--- src/rtl/oam_dma_engine.sv ---
// OAM DMA controller: owns FF46 and copies one 160-byte page into OAM through the MMU DMA port.
// Optional build macro OAM_DMA_FAST_EN shortens the start delay to 1 clock and each byte to 2 clocks.
//
// state    | meaning
// ---------+-----------------------------------------------------------
// IDLE     | no transfer, strobes and dma_active low
// DELAY    | start delay after an FF46 write, dma_active holds its value
// TRANSFER | copying bytes, phase counter sequences read/latch/write
module oam_dma_engine #(
    parameter logic [15:0] REG_ADDR           = 16'hFF46,
    parameter int          START_DELAY_CYCLES = 4,
    parameter int          CYCLES_PER_BYTE    = 4,
    parameter int          OAM_BYTES          = 160,
    parameter logic [15:0] OAM_BASE           = 16'hFE00
) (
    input  logic        clk,
    input  logic        reset,
    input  logic [15:0] bus_addr,
    input  logic [7:0]  bus_wdata,
    input  logic        bus_read_en,
    input  logic        bus_write_en,
    output logic [7:0]  bus_rdata,
    output logic [15:0] dma_addr,
    output logic [7:0]  dma_wdata,
    output logic        dma_read_en,
    output logic        dma_write_en,
    output logic        dma_active,
    input  logic [7:0]  dma_rdata
);

`ifdef OAM_DMA_FAST_EN
    localparam int         DELAY_CYC = 1;
    localparam int         BYTE_CYC  = 2;
    localparam logic [7:0] WR_PHASE  = 8'd1;
`else
    localparam int         DELAY_CYC = START_DELAY_CYCLES;
    localparam int         BYTE_CYC  = CYCLES_PER_BYTE;
    localparam logic [7:0] WR_PHASE  = 8'd2;
`endif
    localparam logic [7:0] DELAY_LOAD = 8'(DELAY_CYC - 1);
    localparam logic [7:0] LAST_PHASE = 8'(BYTE_CYC - 1);
    localparam logic [7:0] PRE_WRITE  = WR_PHASE - 8'd1;
    localparam logic [7:0] LAST_INDEX = 8'(OAM_BYTES - 1);

    typedef enum logic [1:0] {
        IDLE     = 2'd0,
        DELAY    = 2'd1,
        TRANSFER = 2'd2
    } state_t;

    state_t      state, state_nxt;
    logic [7:0]  src_page, src_page_nxt;
    logic [7:0]  index, index_nxt;
    logic [7:0]  phase, phase_nxt;
    logic [7:0]  dly_cnt, dly_cnt_nxt;
    logic [7:0]  latch, latch_nxt;
    logic [15:0] addr_nxt;
    logic        read_nxt, write_nxt, active_nxt;

    logic        reg_sel;
    logic        reg_wr;
    logic [7:0]  eff_page;
    logic [7:0]  index_inc;

    assign reg_sel   = (bus_addr == REG_ADDR);
    assign reg_wr    = bus_write_en && reg_sel;
    assign bus_rdata = (bus_read_en && reg_sel) ? src_page : 8'hFF;
    // Echo RAM pages E0-FF alias onto C0-DF.
    assign eff_page  = (src_page >= 8'hE0) ? (src_page - 8'h20) : src_page;
    assign index_inc = index + 8'd1;

`ifdef OAM_DMA_FAST_EN
    // Write follows the read by one clock, so read data is forwarded straight through.
    assign dma_wdata = dma_write_en ? dma_rdata : latch;
`else
    assign dma_wdata = latch;
`endif

    always_ff @(posedge clk or posedge reset) begin
        if (reset) begin
            state        <= IDLE;
            src_page     <= 8'h00;
            index        <= 8'h00;
            phase        <= 8'h00;
            dly_cnt      <= 8'h00;
            latch        <= 8'h00;
            dma_addr     <= 16'h0000;
            dma_read_en  <= 1'b0;
            dma_write_en <= 1'b0;
            dma_active   <= 1'b0;
        end else begin
            state        <= state_nxt;
            src_page     <= src_page_nxt;
            index        <= index_nxt;
            phase        <= phase_nxt;
            dly_cnt      <= dly_cnt_nxt;
            latch        <= latch_nxt;
            dma_addr     <= addr_nxt;
            dma_read_en  <= read_nxt;
            dma_write_en <= write_nxt;
            dma_active   <= active_nxt;
        end
    end

    always_comb begin
        state_nxt    = state;
        src_page_nxt = src_page;
        index_nxt    = index;
        phase_nxt    = phase;
        dly_cnt_nxt  = dly_cnt;
        latch_nxt    = latch;
        addr_nxt     = dma_addr;
        read_nxt     = 1'b0;
        write_nxt    = 1'b0;
        active_nxt   = dma_active;

        case (state)
            IDLE: begin
                active_nxt = 1'b0;
            end
            DELAY: begin
                if (dly_cnt == 8'd0) begin
                    state_nxt  = TRANSFER;
                    phase_nxt  = 8'd0;
                    active_nxt = 1'b1;
                    read_nxt   = 1'b1;
                    addr_nxt   = {eff_page, index};
                end else begin
                    dly_cnt_nxt = dly_cnt - 8'd1;
                end
            end
            TRANSFER: begin
                active_nxt = 1'b1;
                if (phase == 8'd1) begin
                    latch_nxt = dma_rdata;
                end
                if (phase == LAST_PHASE) begin
                    index_nxt = index_inc;
                    phase_nxt = 8'd0;
                    if (index == LAST_INDEX) begin
                        state_nxt  = IDLE;
                        active_nxt = 1'b0;
                    end else begin
                        read_nxt = 1'b1;
                        addr_nxt = {eff_page, index_inc};
                    end
                end else begin
                    phase_nxt = phase + 8'd1;
                    if (phase == PRE_WRITE) begin
                        write_nxt = 1'b1;
                        addr_nxt  = OAM_BASE + {8'h00, index};
                    end
                end
            end
            default: begin
                state_nxt = IDLE;
            end
        endcase

        // A register write restarts the copy and wins over end-of-transfer.
        if (reg_wr) begin
            src_page_nxt = bus_wdata;
            state_nxt    = DELAY;
            dly_cnt_nxt  = DELAY_LOAD;
            index_nxt    = 8'd0;
            phase_nxt    = 8'd0;
            read_nxt     = 1'b0;
            write_nxt    = 1'b0;
            active_nxt   = dma_active;
        end
    end

endmodule

--- config.mk ---
export PLATFORM = sky130hd
export DESIGN_NAME = oam_dma_engine
export DESIGN_NICKNAME = d
export VERILOG_FILES = /design/src/rtl/oam_dma_engine.sv
export SDC_FILE = /design/constraint.sdc
export NUM_CORES = 1
export LEC_CHECK = 0
export ABC_AREA = 1
export ABC_CLOCK_PERIOD_IN_PS = 3400
export CAP_MARGIN = 15
export CORE_ASPECT_RATIO = 2
export CORE_MARGIN = 4
export CORE_UTILIZATION = 45
export DETAILED_ROUTE_END_ITERATION = 6
export GPL_TIMING_DRIVEN = 0
export HOLD_SLACK_MARGIN = 0.03
export PLACE_DENSITY = 0.82
export SLEW_MARGIN = 20
export SYNTH_ARGS = -nofsm -noshare
export SYNTH_HDL_FRONTEND = slang
export SYNTH_SLANG_ARGS = --single-unit
--- constraint.sdc ---
create_clock -name clk -period 3.4 [get_ports clk]
set_input_delay 0.68 -clock clk [delete_from_list [all_inputs] [get_ports clk]]
set_output_delay 0.68 -clock clk [all_outputs]
set_load 0.05 [all_outputs]
==> flow_metrics.tcl <==
set metrics [dict create \
    synth_top_cell_by_area "dfrtp_1" \
    finalHoldViolCount 0 \
    dpl_cell_area_sq_mm 0.00417 \
    grt_pass1_vias 3226 \
    met2_usage_pct 38.6 \
    fp.dieArea_sq_mm 0.00891 \
    root_buffer "clkbuf_16" \
    critical_path_required_ps 2720 \
    diodes 0 \
    initial_core_util_pct 46.1 \
    post_cts_buffers 0 \
    arrival_ps 2490 \
    drive_gt1_share_pct 6.50 \
    status "completed" \
    fill_cells 639 \
    die_h_um 130 \
    synth_fp_nets 484 \
    rsz0062_at_grt "false" \
    die_x_um 68.8 \
    final_area_sq_mm 0.00445 \
    ant_nets 0 \
    ys_ff_latch 61 \
    grt.busiest_layer "met2" \
    clkLatencyLatePin_ps 330 \
    routed_wirelength_um 8380 \
    hold_path.class "flip-flop to flip-flop" \
    met1_usage_pct 19.9 \
    grtUsageMet3_pct 4.60 \
    clock_sinks 61 \
    total_power_mw 3.32 \
    yosys.cell_types.count 31 \
    synth_area_leaders "dfrtp_1 46%, nand2_1 15%, nand3_1 7.2%" \
    yosys_most_used_dff "dfrtp_1" \
    fmax_mhz 315 \
    drt_iter0_drc 229 \
    period_share_pct 93.3 \
    timing.setup.tns_ps 0 \
    netlist_area_sq_mm 0.00333 \
    ir_drop_uv 490 \
    numCtsBuffers 9 \
    port_buffers 70 \
    postSynthCellCount 438 \
    grt_max_degree 61 \
    dp_hpwl_um 6190 \
    power_density_mw_per_mm2 747 \
    power.leakage_nw 2.15 \
    path_max_fanout 8 \
    avgViaCountPerCell 5.19 \
    maxSlewHeadroom_pct 64.7 \
    synth_edf_count 0 \
    yosysWarningCount 0 \
    grt_overflow 0 \
    path_clk_slew_ps 50 \
    synth.avg_cell_area_sq_um 7.59 \
    ctsHoldBuffers 0 \
    fin_nets 566 \
    setup_violations 0 \
    end_kind "output pin" \
    antenna_found_initial 0 \
    drv_cap 0 \
    max_slew.worst_pin.slew_ps 528 \
    min_period_ps 3170 \
    crit_type "input port to output pin" \
    critPathLaunchType "input port" \
    synthDominantCellAreaShare_pct 45.9 \
    synthArstFlopShare_pct 100 \
    htreeDepth 3 \
    cts_tree "built" \
    grt_pass1_wl_um 14000 \
    row_count 44 \
    synthTopCellsByCount "135 x nand2_1, 61 x dfrtp_1, 48 x nand3_1" \
    track_usage_pct 20.9 \
    cts_buffer_depth 2 \
    gp_congestion 0.952 \
    drcViolationCount 0 \
    via_count 3193 \
    synth_seq_area_share_pct 45.9 \
    final_util_pct 61.7 \
    wl_per_cell_um 13.6 \
    area_growth_syn_to_layout_pct 33.7 \
    core_area_sq_mm 0.00721 \
    finClkSkew_ps 5.90 \
    synth_most_common_cell "nand2_1" \
    ios 71 \
    report.final.slew_viol_count 0 \
    drt_pass1_iterations 4 \
]
[logic make-up after synthesis]
kind of cell    after synthesis  synth area share (%)
compound gates               44                  7.15
xor+xnor                      7                  1.84
fa+ha+maj                    10                  3.76
buf+inv                      62                  7.90
flops                        61                  45.9
simple gates                254                  33.4
[flip-flops by register name, indices dropped and copies added, names as in the netlist]
register and flops:
dma_addr 16, dly_cnt 8, dma_wdata 8, index 8
phase 8, src_page 8, state 2, dma_active 1
dma_read_en 1, dma_write_en 1
[cells in the final DEF (no fill, tap or decap), types with 2 or more instances in the layout]
master           instances
dlymetal6s2s_1           5
dfrtp_1                 61
inv_1                   44
clkinv_2                 2
dlygate4sd2_1            3
nand3_1                 48
ha_1                    10
nand4_1                 12
nand3_4                  2
nor2_1                  42
nor3_1                   4
o21ai_1                  6
o21ai_0                 15
a21oi_1                 20
clkbuf_1                 7
buf_2                    2
clkbuf_16                9
clkdlybuf4s50_1         62
nand3b_1                 3
nand2_1                135
inv_2                    3
xor2_1                   5
clkinv_1                 2
buf_6                    2
xnor2_1                  2
nor2_2                   3
clkbuf_8                 2
[per-stage QoR]
step / std cells / setup WS, ps / hold slack [ps]
2_1_floorplan: 438 / 1080 / 453
3_3_place_gp: 600 / -28.2 / 452
3_5_place_dp: 601 / -44.9 / 458
4_1_cts: 615 / 1.02 / 470
5_1_grt: 615 / 83.9 / 497
6_report: 615 / 228 / 464
[path summary, 6_finish.rpt]
kind | from | end | slack [ps] | depth (start not counted)
setup / recovery | bus_addr[13] | bus_rdata[4] | 230 | 7
hold / removal | dma_addr[10] | dma_addr[10] | 460 | 2
setup reg to reg | state[0] | phase[1] | 1360 | 8
hold reg to reg | dma_addr[10] | dma_addr[10] | 460 | 2
max in group asynchronous | reset | index[2] | 2370 | 3
min in group asynchronous | reset | dly_cnt[7] | 570 | 2
[layer usage]
metal / wire, um / share of wire [%]
met3: 367 / 4.4
met2: 4740 / 57
met4: 318 / 3.8
met1: 2950 / 35
met5: 0 / 0
[report_power, final]
| group | internal, mW | total (mW) | switching, mW |
|---|---|---|---|
| sequential | 0.928 | 1.05 | 0.126 |
| combinational | 0.496 | 1.44 | 0.948 |
| clock | 0.521 | 0.823 | 0.302 |
| total | 1.94 | 3.32 | 1.38 |
[timing repair]
item                       4_1_cts  5_1_grt
cloned                           0        0
setup endpoints to repair        3        5
gates resized for setup          3        5
[cell type report]
cell class                      count  area, sq um  area share [%]
Multi-Input combinational cell    315         1540            34.6
Sequential cell                    61         1530            34.3
Timing Repair Buffer               71          737            16.6
Clock buffer                       12          256            5.77
Inverter                           50          190            4.28
Tap cell                           92          115            2.59
Buffer                             12         75.1            1.69
Clock inverter                      2         10.0           0.225
[worst max-delay path, cell delays in order]
cell	delay, ps
clkdlybuf4s50_1	490
nand4_1	90
nor2_1	170
and3_1	170
clkbuf_1	320
nand2_1	120
dlygate4sd2_1	450
Note: power is estimated with default switching activity, not from simulation.
